==> src/rtl/pueo_cmd_pkg.sv <==
// Shared field positions, enums and special-command codes for the SURF SYSCLK command decoder.
package pueo_cmd_pkg;

    localparam int CMD_MSG_N_BIT = 31;
    localparam int RUNCMD_LSB    = 26;
    localparam int M1TYPE_LSB    = 24;
    localparam int M1DATA_LSB    = 16;
    localparam int TRIG_BIT      = 15;

    localparam logic [7:0] SPECIAL_RESET   = 8'h01;
    localparam logic [7:0] SPECIAL_FW_MARK = 8'h02;

    typedef enum logic [1:0] {
        M1_SPECIAL = 2'b00,
        M1_NORMAL  = 2'b01,
        M1_FW      = 2'b10,
        M1_LAST    = 2'b11
    } m1type_t;

    typedef enum logic [1:0] {
        RUN_NOP   = 2'b00,
        RUN_SYNC  = 2'b01,
        RUN_RESET = 2'b10,
        RUN_STOP  = 2'b11
    } runcmd_t;

    typedef enum logic [1:0] {
        M1_IDLE = 2'b00,
        M1_PKT  = 2'b01,
        M1_DROP = 2'b10
    } m1state_t;

endpackage

==> src/rtl/pueo_cmd_pkt_fifo.sv <==
// First-word-fall-through FIFO with separate committed/tentative write pointers so whole
// packets become visible at once or are rolled back; flush empties everything.
module pueo_cmd_pkt_fifo #(
    parameter int W     = 9,
    parameter int DEPTH = 16
) (
    input  logic         clk,
    input  logic         rst_n,
    input  logic         wr_en,
    input  logic [W-1:0] wr_data,
    input  logic         commit,
    input  logic         rollback,
    input  logic         flush,
    input  logic         rd_en,
    output logic [W-1:0] rd_data,
    output logic         rd_valid,
    output logic         full
);

    localparam int AW = $clog2(DEPTH);
    localparam logic [AW:0] DEPTH_P = (AW+1)'(DEPTH);

    logic [AW:0]  wp_c, wp_t, rd;
    logic [W-1:0] mem [DEPTH];
    logic         rd_fire, wr_ok;

    assign rd_valid = (rd != wp_c);
    assign rd_data  = rd_valid ? mem[rd[AW-1:0]] : '0;
    assign rd_fire  = rd_en && rd_valid;
    // A read in the same cycle frees the slot the write lands in.
    assign full     = ((wp_t - rd) == DEPTH_P) && !rd_fire;
    assign wr_ok    = wr_en && !full && !flush && !rollback;

    always_ff @(posedge clk) begin
        if (wr_ok)
            mem[wp_t[AW-1:0]] <= wr_data;
    end

    always_ff @(posedge clk or negedge rst_n) begin
        if (!rst_n) begin
            wp_c <= '0;
            wp_t <= '0;
            rd   <= '0;
        end else if (flush) begin
            rd   <= wp_c;
            wp_t <= wp_c;
        end else begin
            if (rd_fire)
                rd <= rd + 1'b1;
            if (rollback)
                wp_t <= wp_c;
            else if (wr_ok) begin
                wp_t <= wp_t + 1'b1;
                if (commit)
                    wp_c <= wp_t + 1'b1;
            end
        end
    end

endmodule

==> src/rtl/pueo_cmd_decoder_pkt.sv <==
// SURF SYSCLK command decoder: run pulses, trigger strobes, packetised mode1 and firmware streams.
// Define PUEO_CMDDEC_STATS_EN to build the mode1-drop / firmware-overflow counters.
module pueo_cmd_decoder_pkt
    import pueo_cmd_pkg::*;
#(
    parameter int TRIG_W   = 15,
    parameter int M1_DEPTH = 64,
    parameter int FW_DEPTH = 16,
    parameter int CNT_W    = 16
) (
    input  logic              sysclk_i,
    input  logic              sysrst_n_i,
    input  logic [31:0]       command_i,
    input  logic              command_valid_i,
    output logic              rundosync_o,
    output logic              runrst_o,
    output logic              runstop_o,
    output logic [TRIG_W-1:0] trig_time_o,
    output logic              trig_valid_o,
    output logic              cmdproc_rst_o,
    output logic [7:0]        cmdproc_tdata,
    output logic              cmdproc_tvalid,
    output logic              cmdproc_tlast,
    input  logic              cmdproc_tready,
    output logic [7:0]        fw_tdata,
    output logic              fw_tvalid,
    input  logic              fw_tready,
    output logic              fw_mark_o,
    output logic [CNT_W-1:0]  m1_drop_cnt_o,
    output logic [CNT_W-1:0]  fw_ovf_cnt_o
);

    logic     msg, trigger, special;
    runcmd_t  runcmd;
    m1type_t  m1type;
    logic [7:0] m1data;
    logic     unused_cmd_bits;

    assign msg     = !command_i[CMD_MSG_N_BIT] && command_valid_i;
    assign trigger = command_i[TRIG_BIT] && command_valid_i;
    assign runcmd  = runcmd_t'(command_i[RUNCMD_LSB +: 2]);
    assign m1type  = m1type_t'(command_i[M1TYPE_LSB +: 2]);
    assign m1data  = command_i[M1DATA_LSB +: 8];
    assign special = msg && (m1type == M1_SPECIAL);
    assign unused_cmd_bits = ^command_i;

    logic       s1_m1_wr, s1_m1_last, s1_fw_wr;
    logic [7:0] s1_m1_data;
    logic [8:0] s1_fw_data;

    always_ff @(posedge sysclk_i or negedge sysrst_n_i) begin
        if (!sysrst_n_i) begin
            rundosync_o   <= 1'b0;
            runrst_o      <= 1'b0;
            runstop_o     <= 1'b0;
            trig_valid_o  <= 1'b0;
            trig_time_o   <= '0;
            cmdproc_rst_o <= 1'b0;
            s1_m1_wr      <= 1'b0;
            s1_m1_last    <= 1'b0;
            s1_m1_data    <= '0;
            s1_fw_wr      <= 1'b0;
            s1_fw_data    <= '0;
        end else begin
            rundosync_o   <= msg && (runcmd == RUN_SYNC);
            runrst_o      <= msg && (runcmd == RUN_RESET);
            runstop_o     <= msg && (runcmd == RUN_STOP);
            trig_valid_o  <= trigger;
            if (trigger)
                trig_time_o <= command_i[TRIG_W-1:0];
            cmdproc_rst_o <= special && (m1data == SPECIAL_RESET);
            s1_m1_wr      <= msg && ((m1type == M1_NORMAL) || (m1type == M1_LAST));
            s1_m1_last    <= (m1type == M1_LAST);
            s1_m1_data    <= m1data;
            s1_fw_wr      <= (msg && (m1type == M1_FW)) || (special && (m1data == SPECIAL_FW_MARK));
            s1_fw_data    <= (m1type == M1_FW) ? {1'b0, m1data} : {1'b1, 8'h00};
        end
    end

    m1state_t   m1_state;
    logic       m1_full, m1_try, m1_wr, m1_commit, m1_rollback, m1_rd_valid;
    logic [8:0] m1_rd_data;

    always_comb begin
        m1_try      = s1_m1_wr && (m1_state != M1_DROP) && !cmdproc_rst_o;
        m1_wr       = m1_try && !m1_full;
        m1_commit   = m1_wr && s1_m1_last;
        m1_rollback = m1_try && m1_full;
    end

    always_ff @(posedge sysclk_i or negedge sysrst_n_i) begin
        if (!sysrst_n_i)
            m1_state <= M1_IDLE;
        else if (cmdproc_rst_o)
            m1_state <= M1_IDLE;
        else if (s1_m1_wr) begin
            case (m1_state)
                M1_IDLE, M1_PKT:
                    if (s1_m1_last)   m1_state <= M1_IDLE;
                    else if (m1_full) m1_state <= M1_DROP;
                    else              m1_state <= M1_PKT;
                M1_DROP:
                    if (s1_m1_last)   m1_state <= M1_IDLE;
                default:              m1_state <= M1_IDLE;
            endcase
        end
    end

    pueo_cmd_pkt_fifo #(.W(9), .DEPTH(M1_DEPTH)) u_m1_fifo (
        .clk      (sysclk_i),
        .rst_n    (sysrst_n_i),
        .wr_en    (m1_wr),
        .wr_data  ({s1_m1_last, s1_m1_data}),
        .commit   (m1_commit),
        .rollback (m1_rollback),
        .flush    (cmdproc_rst_o),
        .rd_en    (cmdproc_tready),
        .rd_data  (m1_rd_data),
        .rd_valid (m1_rd_valid),
        .full     (m1_full)
    );

    assign cmdproc_tvalid = m1_rd_valid;
    assign cmdproc_tdata  = m1_rd_data[7:0];
    assign cmdproc_tlast  = m1_rd_data[8];

    logic       fw_full, fw_ovf, fw_rd_valid;
    logic [8:0] fw_rd_data;

    assign fw_ovf = s1_fw_wr && fw_full;

    pueo_cmd_pkt_fifo #(.W(9), .DEPTH(FW_DEPTH)) u_fw_fifo (
        .clk      (sysclk_i),
        .rst_n    (sysrst_n_i),
        .wr_en    (s1_fw_wr),
        .wr_data  (s1_fw_data),
        .commit   (1'b1),
        .rollback (1'b0),
        .flush    (1'b0),
        .rd_en    (fw_tready),
        .rd_data  (fw_rd_data),
        .rd_valid (fw_rd_valid),
        .full     (fw_full)
    );

    assign fw_tvalid = fw_rd_valid;
    assign fw_tdata  = fw_rd_data[7:0];
    assign fw_mark_o = fw_rd_data[8];

`ifdef PUEO_CMDDEC_STATS_EN
    logic [CNT_W-1:0] m1_drop_cnt, fw_ovf_cnt;

    always_ff @(posedge sysclk_i or negedge sysrst_n_i) begin
        if (!sysrst_n_i) begin
            m1_drop_cnt <= '0;
            fw_ovf_cnt  <= '0;
        end else begin
            if (m1_rollback && (m1_drop_cnt != '1))
                m1_drop_cnt <= m1_drop_cnt + 1'b1;
            if (fw_ovf && (fw_ovf_cnt != '1))
                fw_ovf_cnt <= fw_ovf_cnt + 1'b1;
        end
    end

    assign m1_drop_cnt_o = m1_drop_cnt;
    assign fw_ovf_cnt_o  = fw_ovf_cnt;
`else
    logic unused_stats;
    assign unused_stats  = fw_ovf;
    assign m1_drop_cnt_o = '0;
    assign fw_ovf_cnt_o  = '0;
`endif

endmodule

==> config.mk <==
export PLATFORM = sky130hd
export DESIGN_NAME = pueo_cmd_decoder_pkt
export DESIGN_NICKNAME = d
export VERILOG_FILES = /design/src/rtl/pueo_cmd_pkg.sv /design/src/rtl/pueo_cmd_pkt_fifo.sv /design/src/rtl/pueo_cmd_decoder_pkt.sv
export SDC_FILE = /design/constraint.sdc
export NUM_CORES = 1
export LEC_CHECK = 0
export CAP_MARGIN = 30
export CORE_ASPECT_RATIO = 0.6
export CORE_MARGIN = 1.5
export CORE_UTILIZATION = 68
export CTS_BUF_LIST = sky130_fd_sc_hd__clkbuf_8
export DETAILED_ROUTE_END_ITERATION = 8
export PLACE_DENSITY = 0.95
export SYNTH_ARGS = -nofsm -noshare
export SYNTH_HDL_FRONTEND = slang
export SYNTH_SLANG_ARGS = --single-unit
==> constraint.sdc <==
create_clock -name sysclk_i -period 7.76 [get_ports sysclk_i]
set_input_delay 1.164 -clock sysclk_i [delete_from_list [all_inputs] [get_ports sysclk_i]]
set_output_delay 1.164 -clock sysclk_i [all_outputs]
set_load 0.005 [all_outputs]
==> summary.txt, run 1 <==
Placed design
  – GPL Wtd Cong: 0.898
  – Dpl ws: 2.58 ns
  – Dpl hpwl: 45400 µm
  – Cells after DPL: 2229
  – Input/output buffers: 73
  – DP Area: 0.0331 mm²

Hold path
  – Worst Hold Class: input port to async pin

STA
  – Period utilization: 80.0%
  – Hold Fails Final Rpt: 0
  – Peak Freq: 0.161 GHz
  – Worst Clk Skew: 0.0263 ns
  – Pins Over Slew Limit: 0
  – Setup violators final: 0
  – Worst Tran Pin Value: 1.11 ns
  – Final worst path period need: 6.21 ns
  – Relative slew slack: 25.6%
  – RSZ-0062 raised after global routing: false
  – Setup TNS: 0 ns
  – PnR worst setup slack: 1.55 ns

Synthesis
  – Synth Register Bits: 793
  – Sequential share of the synthesized area: 73.9%
  – Ys Warns: 0
  – Synth top area cells: edfxtp_1 68%, mux4_2 15%, dfrtp_1 5.8%, nor2_1 1.0%, buf_4 0.78%
  – Syn Area/Cell: 20.0 µm²
  – Unique masters post-synth: 61
  – Ys async rst share: 9.21%
  – Top cell type's share of synthesized area: 68.1%
  – EDFF count, synth: 720
  – Top post-synthesis cells by count: 720 x edfxtp_1, 207 x mux4_2, 88 x nor2_1
  – Synthesized cell area: 0.0317 mm²
  – Most frequent cell after synthesis: edfxtp_1
  – Main flop type after synthesis: edfxtp_1
  – Gate Count Post-Synth: 1584
  – Yosys top cell by area: edfxtp_1

Layout
  – Final Cell Area: 0.0354 mm²
  – Layout Nets: 1781
  – Layout area overhead: 11.5%
  – Final std cells w/o fill: 2437
  – Fill cell count: 2171
  – Share of layout cells above drive strength 1: 25.2%

Global route
  – First-pass GRT wire length: 108000 µm
  – Largest net degree at the start of global routing: 74
  – GR Util All Layers: 31.7%
  – Overflow left after global routing: 0
  – Initial antenna violation count: 5
  – Vias in the first global route: 16800

Critical path
  – Worst r2r path cells: 9
  – CP Max Fanout: 47
  – Max incr delay on CP: 1.05 ns
  – Crit path kind: flip-flop to output port
  – Critical path cell sequence: buf_4, mux4_2, a211oi_1, nand3_1, nand4_1, o21ai_0, clkdlybuf4s50_1
  – WP data required: 6.60 ns
  – CP max-delay cell: dfrtp_4
  – Critical Path End Type: output port
  – Setup crit start kind: flip-flop
  – Arr. time, crit path: 5.04 ns

Floorplan
  – Die X: 282 µm
  – Io pins: 109
  – Core area: 0.0462 mm²
  – Initial Util: 68.7%
  – Die Ht: 170 µm
  – Site Rows: 61
  – Die area: 0.0480 mm²

Outcome
  – Failing checks: design-rule violations
  – Status: finished with violations

Route
  – DR vias: 17200
  – Remaining DRCs: 3
  – Routed WL per cell: 32.2 µm
  – Post-route ant nets: 0
  – Vias/cell: 7.07
  – Post-Route WL: 78400 µm
  – Drt pass-1 iters: 9
  – Initial drt markers: 3312

Clocking
  – Clock root cell: clkbuf_8
  – Post_cts resized: 0
  – Clk Latency, worst-skew pair: 0.71 ns
  – TritonCTS Buffers: 105
  – H-tree depth: 3
  – Max clock buf depth: 3
  – Post-CTS setup buffers: 0
  – CTS tree: done
  – CTS Hold Buffers Added: 0
  – Clock Sinks: 793
  – Clock-pin slew on the worst setup and hold paths: 0.07 ns

Pwr
  – Power Total: 12.0 mW
  – Max IR drop VDD: 0.223 mV
  – Leakage: 11.6 nW
  – Pwr/cell area: 339 mW/mm²

Run
  – MaxCap Viol Count: 0
-- sequential cells by signal (all words and copies together) (netlist names), 5 cells and up --
register / count
s1_m1_data: 8
s1_fw_data: 9
u_m1_fifo.mem: 576
u_m1_fifo.wp_c: 7
trig_time_o: 15
u_fw_fifo.mem: 144
u_m1_fifo.rd: 7
u_fw_fifo.wp_c: 5
u_fw_fifo.rd: 5
u_m1_fifo.wp_t: 7
-- area by class of cell --
class                   count  area [µm²]  area share [%]
flip-flops and latches    793       23500            66.3
inverters                  19        71.3           0.202
clock buffers             115        1580            4.47
well taps                 630         788            2.23
multi-input cells         686        7760            21.9
repair buffers            122        1250            3.54
diodes                      1        2.50         0.00707
clock inverters            71         455            1.29
-- worst max-delay path: cells and delay by family (launching register included) --
kind | cells | cell delay (ns)
muxes | 1 | 0.58
AOI/OAI and AO/OA | 2 | 0.91
DFF | 1 | 1.05
buffers and inverters | 2 | 1.08
and+or+nand+nor | 2 | 0.69
-- kinds of logic (layout without fill, tap and decap cells) --
logic type | Yosys count | in the layout | share of synthesized area (%)
AOI/OAI and AO/OA | 88 | 88 | 1.88
xor gates and xnor gates | 33 | 33 | 0.911
adders and majority gates | 17 | 17 | 0.670
buffers and inverters | 136 | 327 | 2.17
DFF | 793 | 793 | 73.9
muxes | 252 | 252 | 16.3
other | 1 | 33 | 0.0118
and+or+nand+nor | 264 | 264 | 4.17
-- power by group --
part | internal [mW] | total, mW | switching [mW]
sequential | 4.77 | 5.09 | 0.316
clock | 1.56 | 3.10 | 1.54
combinational | 1.77 | 3.80 | 2.04
total | 8.10 | 12.0 | 3.89
-- path summary, 6_finish.rpt --
path / from / endpoint / slack, ns
worst min register to register: u_fw_fifo.wp_c[4] / u_fw_fifo.wp_c[4] / 0.50
worst max register to register: u_m1_fifo.rd[4] / u_m1_fifo.mem[13][2] / 2.20
min in group sysclk_i: u_fw_fifo.wp_c[4] / u_fw_fifo.wp_c[4] / 0.50
worst max-delay path: u_m1_fifo.rd[0] / cmdproc_tdata[6] / 1.55
worst min-delay path: sysrst_n_i / u_fw_fifo.wp_c[2] / 0.25
max in group asynchronous: sysrst_n_i / u_m1_fifo.rd[0] / 6.90
-- layout by cell type (no fill, tap or decap), drive strengths merged, types with 14 or more instances in the layout --
master         instances
mux2i                 19
mux4                 207
xnor2                 21
nand4                 14
o21ai                 37
conb                  32
ha                    17
nand3                 14
clkbuf               117
clkdlybuf4s50         72
dfrtp                 73
mux2                  26
inv                   41
clkinv                39
nand2                 56
nor4                  14
buf                   48
nor2b                 16
edfxtp               720
nor2                  88
-- per-stage QoR --
stage / util, % / hold WS [ns]
after global routing: 76.6 / 0.227
after global placement: 71.4 / 0.488
final: 76.6 / 0.252
after CTS: 76.0 / 0.497
after detailed placement: 71.6 / 0.488
after floorplan: - / 0.465
-- metal layers --
metal / GRT usage [%] / vias to the layer above / part of all wire [%]
li1: - / 6634 / -
met1: 47.2 / 8677 / 36
met2: 45.3 / 1585 / 45
met3: 9.91 / 319 / 15
met4: 10.8 / 8 / 4.3
met5: 0 / - / 0.11
(Power assumes the default switching activity.)
==> run 2, diff against run 1 <==
--- a/config.mk
+++ b/config.mk
@@ -8,10 +8,10 @@
 export CAP_MARGIN = 30
 export CORE_ASPECT_RATIO = 0.6
 export CORE_MARGIN = 1.5
-export CORE_UTILIZATION = 68
+export CORE_UTILIZATION = 63
 export CTS_BUF_LIST = sky130_fd_sc_hd__clkbuf_8
 export DETAILED_ROUTE_END_ITERATION = 8
-export PLACE_DENSITY = 0.95
+export PLACE_DENSITY = 0.93
 export SYNTH_ARGS = -nofsm -noshare
 export SYNTH_HDL_FRONTEND = slang
 export SYNTH_SLANG_ARGS = --single-unit
==> constraint.sdc (replaced) <==
create_clock -name sysclk_i -period 5.9 [get_ports sysclk_i]
set_input_delay 0.885 -clock sysclk_i [delete_from_list [all_inputs] [get_ports sysclk_i]]
set_output_delay 0.885 -clock sysclk_i [all_outputs]
set_load 0.005 [all_outputs]
==> run 2 against run 1 <==
Effect of this change: the run now ends clean; sequential share of layout area is 0.085 points higher; clock power is 24% higher; worst hold slack better by 0.061 ns; non-clock buffer count is 4 higher; critical path depth is 1 higher; combinational power is 30% higher; wire length is 6.9% lower; global-route usage is 3.1 points lower; first-iteration DRC count is 11% lower; count of clock-buffer cells in the layout is 6 lower; critical path type unchanged; largest power group unchanged.
==> summary.txt, run 2 (same netlist as run 1, synthesis figures left out) <==
Floorplan
  – Die X: 293 µm (was 282 µm)
  – Initial Util: 64.0% (was 68.7%)
  – Core area: 0.0496 mm² (was 0.0462 mm²)
  – Die Ht: 177 µm (was 170 µm)
  – Site Rows: 63 (was 61)
  – Io pins: 109 (unchanged)
  – Die area: 0.0518 mm² (was 0.0480 mm²)

STA
  – PnR worst setup slack: 0.721 ns (was 1.55 ns)
  – Worst Tran Pin Value: 1.10 ns (was 1.11 ns)
  – RSZ-0062 raised after global routing: false (unchanged)
  – Setup violators final: 0 (unchanged)
  – Worst Clk Skew: 0.0452 ns (was 0.0263 ns)
  – Setup TNS: 0 ns (unchanged)
  – Hold Fails Final Rpt: 0 (unchanged)
  – Period utilization: 87.8%
  – Peak Freq: 0.193 GHz
  – Final worst path period need: 5.18 ns
  – Relative slew slack: 26.7% (was 25.6%)
  – Worst hold slack: 0.313 ns (was 0.252 ns)
  – Pins Over Slew Limit: 0 (unchanged)

Clocking
  – H-tree depth: 3 (unchanged)
  – Max clock buf depth: 3 (unchanged)
  – Post-CTS setup buffers: 0 (unchanged)
  – TritonCTS Buffers: 106 (was 105)
  – CTS tree: done (unchanged)
  – Clock-pin slew on the worst setup and hold paths: 0.07 ns (about the same)
  – Post_cts resized: 0 (unchanged)
  – Clock root cell: clkbuf_8 (unchanged)
  – Clk Latency, worst-skew pair: 0.72 ns (was 0.71 ns)
  – CTS Hold Buffers Added: 0 (unchanged)
  – Clock Sinks: 793 (unchanged)

Critical path
  – CP max-delay cell: dfrtp_1 (was dfrtp_4)
  – Crit path buf inv count: 1 (was 2)
  – Max incr delay on CP: 0.90 ns (was 1.05 ns)
  – Most frequent CP cell: o21ai_0
  – CP Max Fanout: 18 (was 47)
  – Crit path kind: flip-flop to output port (unchanged)
  – Critical path cell sequence: nor2b_1, nand2_1, o21ai_0, a311oi_1, o21ai_0, o211ai_1, o21ai_0, clkdlybuf4s50_1 (was buf_4, mux4_2, a211oi_1, nand3_1, nand4_1, o21ai_0, clkdlybuf4s50_1)
  – Arr. time, crit path: 4.29 ns (was 5.04 ns)
  – CP delay by family, top: compound AO/OA/AOI/OAI gates (was buffers and inverters)
  – Setup crit start kind: flip-flop (unchanged)
  – Critical Path End Type: output port (unchanged)
  – WP data required: 5.02 ns (was 6.60 ns)

Route
  – Post-route ant nets: 0 (unchanged)
  – Post-Route WL: 73000 µm (was 78400 µm)
  – Vias/cell: 6.82 (was 7.07)
  – Drt pass-1 iters: 6 (was 9)
  – Remaining DRCs: 0 (was 3)
  – Initial drt markers: 2953 (was 3312)
  – DR vias: 16800 (was 17200)
  – Routed WL per cell: 29.6 µm (was 32.2 µm)

Placed design
  – Dpl hpwl: 45500 µm (was 45400 µm)
  – Cells after DPL: 2259 (was 2229)
  – Dpl ws: 1.17 ns (was 2.58 ns)
  – GPL Wtd Cong: 0.905 (was 0.898)
  – Input/output buffers: 73 (unchanged)

Outcome
  – Status: finished clean (was finished with violations)

Layout
  – Final std cells w/o fill: 2466 (was 2437)
  – Layout area overhead: 11.4% (was 11.5%)
  – Share of layout cells above drive strength 1: 24.9% (was 25.2%)
  – ANT cells: 0 (was 1)
  – Max FFs per register: 576 (unchanged)
  – Layout Nets: 1786 (was 1781)
  – Commonest non-fill, non-tap cell in the layout: edfxtp_1 (unchanged)
  – Commonest non-fill, non-tap cells in the layout: 720 x edfxtp_1, 207 x mux4_2, 109 x clkbuf_8 (was 720 x edfxtp_1, 207 x mux4_2, 116 x clkbuf_8)

Global route
  – Vias in the first global route: 16400 (was 16800)
  – Overflow left after global routing: 0 (unchanged)
  – Initial antenna violation count: 0 (was 5)
  – First-pass GRT wire length: 106000 µm (was 108000 µm)
  – Largest net degree at the start of global routing: 74 (unchanged)
  – GR Util All Layers: 28.6% (was 31.7%)

Pwr
  – Max IR drop VDD: 0.315 mV (was 0.223 mV)
  – Pwr/cell area: 436 mW/mm² (was 339 mW/mm²)
  – Leakage: 11.7 nW (was 11.6 nW)

Run
  – MaxCap Viol Count: 0 (unchanged)

Hold path
  – Worst Hold Class: input port to async pin (unchanged)
-- run 2: cell count changes in the layout (fill, tap and decap cells not counted), moves of 3 or more --
cell	previous run	this run
clkbuf_8	116	109
bufinv_16	6	2
inv_1	39	55
clkinv_1	26	23
buf_4	36	40
-- run 2: routing by layer --
layer	GRT usage (%)	vias up	share of wire, %
li1	-	6649	-
met1	42.4	8616	38
met2	41.7	1348	45
met3	9.28	205	14
met4	7.90	0	2.6
met5	0	-	0
-- run 2: layout make-up --
| type | instances | area (µm²) |
|---|---|---|
| timing repair buffer | 126 | 1300 |
| multi-input combinational | 686 | 7760 |
| clock buffer | 109 | 1500 |
| fill | 2650 | 14200 |
| clock inverter | 83 | 424 |
| tap | 650 | 813 |
| sequential | 793 | 23500 |
| inverter | 19 | 71.3 |
-- run 2: report_power, final --
group          internal, mW  switching [mW]  total, mW
Combinational          2.34            2.60       4.94
Clock                  1.81            2.01       3.83
Sequential             6.28           0.344       6.63
-- run 2: final timing paths --
path,start,to,slack [ns],depth (start not counted)
setup / recovery,u_m1_fifo.rd[3],cmdproc_tlast,0.72,8
hold / removal,sysrst_n_i,u_fw_fifo.rd[1],0.31,1
setup reg to reg,u_m1_fifo.rd[1],u_m1_fifo.mem[8][5],0.93,10
hold reg to reg,u_fw_fifo.wp_c[4],u_fw_fifo.wp_c[4],0.50,1
max in group asynchronous,sysrst_n_i,u_m1_fifo.rd[1],4.86,1
min in group sysclk_i,u_fw_fifo.wp_c[4],u_fw_fifo.wp_c[4],0.50,1
-- run 2: per-stage QoR --
step	instance area, µm²	power [mW]	utilization (%)
after global routing	35300	15.9	71.3
after CTS	35200	15.3	70.9
final	35300	15.4	71.3
after detailed placement	33300	11.5	67.1
after floorplan	31800	9.81	-
after global placement	33100	11.2	66.7
